==> src/rtl/dispensador_produto.sv <==
// Dispensing controller: drives the product motor, then ejects coins one unit at a time.
// Optional feature macro: DISPENSADOR_TROCO_EN (change is returned on a sale when defined).
`timescale 1ns/1ps

module dispensador_produto #(
   parameter int MOTOR_CYCLES = 50,
   parameter int COIN_PULSE   = 10,
   parameter int COIN_GAP     = 10
) (
   input  logic       clk,
   input  logic       reset,
   input  logic       LP,
   input  logic       DM,
   input  logic [3:0] codProd,
   input  logic [3:0] valorMoedas,
   input  logic [2:0] valorProduto,
   output logic       motor_en,
   output logic [3:0] motor_sel,
   output logic       coin_eject,
   output logic       busy,
   output logic       FIM
);

   localparam int CNT_MAX = (MOTOR_CYCLES > COIN_PULSE) ?
                            ((MOTOR_CYCLES > COIN_GAP) ? MOTOR_CYCLES : COIN_GAP) :
                            ((COIN_PULSE > COIN_GAP) ? COIN_PULSE : COIN_GAP);
   localparam int CNT_W   = $clog2(CNT_MAX + 1);

   localparam logic [CNT_W-1:0] MOTOR_LD = CNT_W'(MOTOR_CYCLES);
   localparam logic [CNT_W-1:0] PULSE_LD = CNT_W'(COIN_PULSE);
   localparam logic [CNT_W-1:0] GAP_LD   = CNT_W'(COIN_GAP);
   localparam logic [CNT_W-1:0] CNT_ONE  = CNT_W'(1);

   typedef enum logic [2:0] {
      S_IDLE   = 3'd0,
      S_MOTOR  = 3'd1,
      S_EJ_ON  = 3'd2,
      S_EJ_GAP = 3'd3,
      S_DONE   = 3'd4
   } state_t;

   state_t           state, state_nx;
   logic [CNT_W-1:0] cnt, cnt_nx;
   logic [3:0]       coins, coins_nx;
   logic [3:0]       sel_nx;
   logic [3:0]       sale_coins;
   logic             LP_q, DM_q;
   logic             lp_rise, dm_rise;
   logic             motor_en_nx, coin_eject_nx, busy_nx, fim_nx;

   assign lp_rise = LP & ~LP_q;
   assign dm_rise = DM & ~DM_q;

`ifdef DISPENSADOR_TROCO_EN
   // Change owed on a sale; a price above the paid amount yields no change rather than wrapping.
   function automatic logic [3:0] sat0(input logic [3:0] paid, input logic [2:0] price);
      if (paid < {1'b0, price})
         return 4'd0;
      else
         return paid - {1'b0, price};
   endfunction

   assign sale_coins = sat0(valorMoedas, valorProduto);
`else
   logic unused_valor_produto;
   assign unused_valor_produto = ^valorProduto;
   assign sale_coins = 4'd0;
`endif

   // State register, working registers and registered outputs
   always_ff @(posedge clk) begin
      if (reset) begin
         state      <= S_IDLE;
         cnt        <= '0;
         coins      <= 4'd0;
         LP_q       <= 1'b0;
         DM_q       <= 1'b0;
         motor_sel  <= 4'd0;
         motor_en   <= 1'b0;
         coin_eject <= 1'b0;
         busy       <= 1'b0;
         FIM        <= 1'b0;
      end else begin
         state      <= state_nx;
         cnt        <= cnt_nx;
         coins      <= coins_nx;
         LP_q       <= LP;
         DM_q       <= DM;
         motor_sel  <= sel_nx;
         motor_en   <= motor_en_nx;
         coin_eject <= coin_eject_nx;
         busy       <= busy_nx;
         FIM        <= fim_nx;
      end
   end

   always_comb begin
      state_nx = state;
      cnt_nx   = cnt;
      coins_nx = coins;
      sel_nx   = motor_sel;
      case (state)
         S_IDLE: begin
            // A refund request wins over a simultaneous release request.
            if (dm_rise) begin
               coins_nx = valorMoedas;
               if (valorMoedas != 4'd0) begin
                  state_nx = S_EJ_ON;
                  cnt_nx   = PULSE_LD;
               end else begin
                  state_nx = S_DONE;
               end
            end else if (lp_rise) begin
               sel_nx   = codProd;
               coins_nx = sale_coins;
               cnt_nx   = MOTOR_LD;
               state_nx = S_MOTOR;
            end
         end
         S_MOTOR: begin
            if (cnt <= CNT_ONE) begin
               if (coins != 4'd0) begin
                  state_nx = S_EJ_ON;
                  cnt_nx   = PULSE_LD;
               end else begin
                  state_nx = S_DONE;
                  cnt_nx   = '0;
               end
            end else begin
               cnt_nx = cnt - CNT_ONE;
            end
         end
         S_EJ_ON: begin
            if (cnt <= CNT_ONE) begin
               coins_nx = coins - 4'd1;
               if (coins != 4'd1) begin
                  state_nx = S_EJ_GAP;
                  cnt_nx   = GAP_LD;
               end else begin
                  state_nx = S_DONE;
                  cnt_nx   = '0;
               end
            end else begin
               cnt_nx = cnt - CNT_ONE;
            end
         end
         S_EJ_GAP: begin
            if (cnt <= CNT_ONE) begin
               state_nx = S_EJ_ON;
               cnt_nx   = PULSE_LD;
            end else begin
               cnt_nx = cnt - CNT_ONE;
            end
         end
         S_DONE: begin
            state_nx = S_IDLE;
            cnt_nx   = '0;
         end
         default: begin
            state_nx = S_IDLE;
            cnt_nx   = '0;
            coins_nx = 4'd0;
         end
      endcase
   end

   // Outputs are decoded from the next state so that they are registered yet aligned with it.
   always_comb begin
      motor_en_nx   = (state_nx == S_MOTOR);
      coin_eject_nx = (state_nx == S_EJ_ON);
      busy_nx       = (state_nx != S_IDLE);
      fim_nx        = (state_nx == S_DONE);
   end

endmodule

==> config.mk <==
export PLATFORM = sky130hd
export DESIGN_NAME = dispensador_produto
export DESIGN_NICKNAME = d
export VERILOG_FILES = /design/src/rtl/dispensador_produto.sv
export SDC_FILE = /design/constraint.sdc
export NUM_CORES = 1
export LEC_CHECK = 0
export CORE_MARGIN = 8
export CORE_UTILIZATION = 55
export DETAILED_ROUTE_END_ITERATION = 8
export PLACE_DENSITY = 0.87
export REMOVE_ABC_BUFFERS = 1
export SYNTH_ARGS = -nofsm -noshare
export SYNTH_HDL_FRONTEND = slang
export SYNTH_SLANG_ARGS = --single-unit
==> constraint.sdc <==
create_clock -name clk -period 3.7 [get_ports clk]
set_clock_uncertainty 0.15 [all_clocks]
set_input_delay 0.555 -clock clk [delete_from_list [all_inputs] [get_ports clk]]
set_output_delay 0.555 -clock clk [all_outputs]
set_load 0.01 [all_outputs]
# Word level (Yosys, flattened, before mapping)
# Index checks and enable logic that the tools add are counted.
# classes
add_sub_neg	2
n_lt_le_gt_ge	1
n_eq_ne	11
n_mux	22
bitwise_logic	6
n_reduce_logical	8
# ops
op	n
6-bit two-way mux	6
3-bit two-way mux	8
6-bit case mux with 4 select lines	1
4-bit two-way mux	5
3-bit case mux with 4 select lines	1
4-bit case mux with 3 select lines	1
3-bit by 2-bit equality test with 1-bit output (second input constant)	3
4-bit nonzero test	2
3-bit by 1-bit equality test with 1-bit output (second input constant)	2
3-bit equality test (second input constant)	2
6-bit by 1-bit less-or-equal comparator with 1-bit output (second input constant)	1
3-bit inequality test (second input constant)	2
3-bit AND reduction	2
6-bit by 1-bit subtractor with 6-bit output (second input constant)	1
4-bit by 1-bit inequality test with 1-bit output (second input constant)	1
1-bit inverter	4
4-bit by 1-bit subtractor with 4-bit output (second input constant)	1
3-bit logical NOT	1
3-bit nonzero test	1
3-bit OR reduction	1
1-bit AND	2
2-bit inequality test (second input constant)	1
2-bit AND reduction	1
# totals
ff_bits	23
inputBits	15
out_inout_bits	8

# Longest topological paths before layout
# depth
ltp_word	6
ltp_mapped	7
mapped_depth_nobuf	7

# Worst setup path before layout
# OpenSTA, ideal clock, no wires.
# synth_path
path_kind	flip-flop to flip-flop
from	register coins[1]
to	register cnt[3]
arrival_time_ps	1888
t_required_ps	3434
setup_slack_ps	1546
path_stages_with_launch	8
n_path_buf	0
synth_period_minus_slack_ps	2154
cell_sequence	dfxtp_1 -> inv_1 -> ha_1 -> or3b_2 -> o41a_1 -> a311oi_2 -> a31oi_1 -> a41o_1
# synth_via
elab_chain_cells	4
# synth_rtl
item	line_no	source
start, declared	44	logic [3:0] coins, coins_nx;
start signal, assigned	86	coins <= coins_nx;
4-bit by 1-bit inequality test with 1-bit output / 4-bit nonzero test (equally long branches)	136, 122	
4-bit two-way mux, on equally long branches	136, 122	
6-bit two-way mux, on equally long branches	134, 121	
6-bit case mux with 4 select lines *	102	case (state)
end signal, assigned	85	cnt <= cnt_nx;
end, declared	43	logic [CNT_W-1:0] cnt, cnt_nx;
# Every way passes the cells marked *; elsewhere a longest branch is shown, timed or not.
# A chain may end at the register's enable or synchronous reset.

# Worst setup path after layout
# layout_path
from	input valorMoedas[0]
to	register cnt[3]
# layout_via
elab_chain_cells	3
# layout_rtl
item	line_no	source
start, declared	15	input logic [3:0] valorMoedas,
4-bit nonzero test	107	if (valorMoedas != 4'd0) begin
3-bit inequality test (no source line)	--	
2-bit AND reduction (no source line)	--	
# Every way passes these cells.

==> impl_results.md <==
* Hold Slack at 315.4 ps
* H-tree levels at 1
* Max Buffers Root-to-Sink at 2
* Grt total ovfl at 0
* Syn_area_per_cell at approximately 8.0 um^2
* Post-CTS Resized at 0
* Largest net degree at the start of global routing at 22
* Layout Nets at about 190
* IO Count at 23
* Later-pin clock latency in the skew report at between 300 and 400 ps
* Cell Count, Final, Fillers Out at 200
* Synth Flop Type: dfxtp_1
* Synth warn at 0
* Hold/Removal Path Class: flop to flop
* Setup crit start kind: primary input
* Worst-path fanout max at 4
* Buffer count from post-CTS setup fixing at 0
* Port Buffers at 19
* Layout cells sized above 1 at 0.06977
* Slew headroom at 0.4794
* Routability Congestion at 0.9039
* Sequential share of the synthesized area at 0.3695
* Placed cells at ~200
* Crit end category: flop
* Final Hold Vio Count at 0
* FMAX at 393.1 MHz
* Unique masters post-synth at 38
* GRT Util Overall at 0.1513
* Worst-path clk slew at 130 ps
* Most frequent cells after synthesis: dfxtp_1 (23), a21oi_1 (17), nor2_1 (16)
* Yosys reg bits at 23
* Max_cap viols at 0
* Async set or reset register ratio after synthesis at 0
* Clock sinks at 23
* Final setup TNS at 0 ps
* Post-CTS Hold Buffers at 0
* DRT antenna net count at 0
* Status: completed
* Worst slew pin tran at a little under 800 ps
* Die ar. at 4045 um^2
* Post-DR wirelength/cell at between 15 and 20 um
* Worst vdd ir at around 0.45 mV
* Number of flops mapped to enable cells by yosys at 0
* Worst EP required at about 3800 ps
* Vias per inst at 5.945
* Vias in the first global route at between 1000 and 1500
* Max-slew violations at 0
* Final worst path period need at 2544 ps
* Endpoints failing setup at 0
* Die Span X at approximately 64 um
* Die height at 63.60 um
* Leading area contributor after synthesis: dfxtp_1
* Count leader, synth: dfxtp_1
* Filler cells at between 150 and 200
* Core ar. at 2170 um^2
* Main area contributors after synthesis: dfxtp_1 (37%), a21oi_1 (6.8%), nor2_1 (4.8%), ha_1 (4.0%), nor3_1 (4.0%)
* Dpl hpwl at between 2000 and 2500 um
* Initial core utilization at 0.5744
* Final core utilization at 0.6799
* CTS root buf: clkbuf_4
* First-pass GRT wire length at between 5000 and 6000 um
* Synthesized instance count at 155
* Area grow syn2layout at 18.37%
* CTS tree: built
* Initial antenna violation count at 0
* Data arrival, critical path at 2660 ps
* Post-Syn Area at about 1200 um^2
* # DRC at 0
* First-pass iteration count of the detailed router at 4
* Pleak at ~0.55 nW
* Drt initial violations at 66
* Yosys top cell area share at 0.3695
* Crit share post-route at 0.6875
* Worst Path Class, Setup: primary input to flop
* Vias at 1189
* Unrepaired setup endpoints after global routing: false
* Row Count at 17
* Pwr Density at roughly 680 nW/um^2
* Total CTS buffers at 3
* # diodes at 0
* WL final at 3050 um
layout by cell type, fill, tap and decap left out, types with 2 or more instances in the layout:
master	synthesis	routed
a2111oi_0	2	2
a21o_1	2	2
a21oi_1	17	17
a22o_1	3	3
and3_1	2	2
clkbuf_4	0	3
clkdlybuf4s50_1	0	19
dfxtp_1	23	23
ha_1	4	4
inv_1	7	7
nand2_1	6	6
nand2b_1	2	2
nand3_1	6	6
nand4_1	3	3
nor2_1	16	16
nor2b_1	7	7
nor3_1	10	10
nor3b_1	2	2
o21ai_0	10	10
or3_1	3	3
or3b_2	5	5
xnor2_1	3	3
sequential cells by signal, summed over array words and instances, names as in the netlist:
register and cells:
DM_q 1, LP_q 1, motor_sel 4, state 3, coin_eject 1, busy 1, FIM 1, cnt 6
motor_en 1, coins 4
final timing paths:
| path | from | endpoint | slack (ps) | cells past startpoint |
|---|---|---|---|---|
| hold / removal | motor_sel[2]$_SDFFE_PP0P_ | motor_sel[2]$_SDFFE_PP0P_ | 320 | 2 |
| setup / recovery | valorMoedas[0] | cnt[3]$_SDFFE_PP0P_ | 1160 | 6 |
| hold reg to reg | motor_sel[2]$_SDFFE_PP0P_ | motor_sel[2]$_SDFFE_PP0P_ | 320 | 2 |
| setup reg to reg | coins[0]$_SDFFE_PP0P_ | cnt[3]$_SDFFE_PP0P_ | 1300 | 6 |
per-layer routing:
metal,vias up,wire [um],global-route usage
met5,-,0,0
met3,6,138,0.03887
met4,0,43,0.06128
met2,31,1523,0.2598
li1,600,-,-
met1,552,1345,0.1729
cell type report:
| class | count | area (um^2) | area share |
|---|---|---|---|
| Tap cell | 28 | 35.03 | 0.02375 |
| Inverter | 7 | 26.28 | 0.01781 |
| Clock buffer | 3 | 22.52 | 0.01527 |
| Sequential cell | 23 | 460.4 | 0.3121 |
| Timing Repair Buffer | 19 | 190.2 | 0.1289 |
| Multi-Input combinational cell | 119 | 735.7 | 0.4987 |
| Clock inverter | 1 | 5.005 | 0.003393 |
metrics by stage:
step	instance area, um^2	power, W	setup slack [ps]
floorplan	1222	0.0007338	1546
global placement	1448	0.0008521	893.6
detailed placement	1448	0.0008787	836.9
CTS	1475	0.0009971	1173
global route	1475	0.001076	1061
finish	1475	0.001002	1156
worst max-delay path, stage by stage:
cell and delay [ps]:
clkdlybuf4s50_1 430, or4_1 600, nor3_1 420, a21oi_1 160, a31oi_1 290, a41o_1 220
cell families after synthesis:
family,count (synthesis),share of synthesized area
compound gates,45,0.2360
flops,23,0.3695
simple gates,66,0.2862
xor+xnor,4,0.02812
fa+ha+maj,4,0.04016
buf+inv,13,0.04016
power breakdown:
part	total, W	leakage [nW]	switching, W	internal (W)
Combinational	0.000515	0.341	0.000284	0.000232
Sequential	0.000369	0.189	0.0000640	0.000305
Clock	0.000118	0.0177	0.0000779	0.0000405
(Power assumes the default switching activity.)
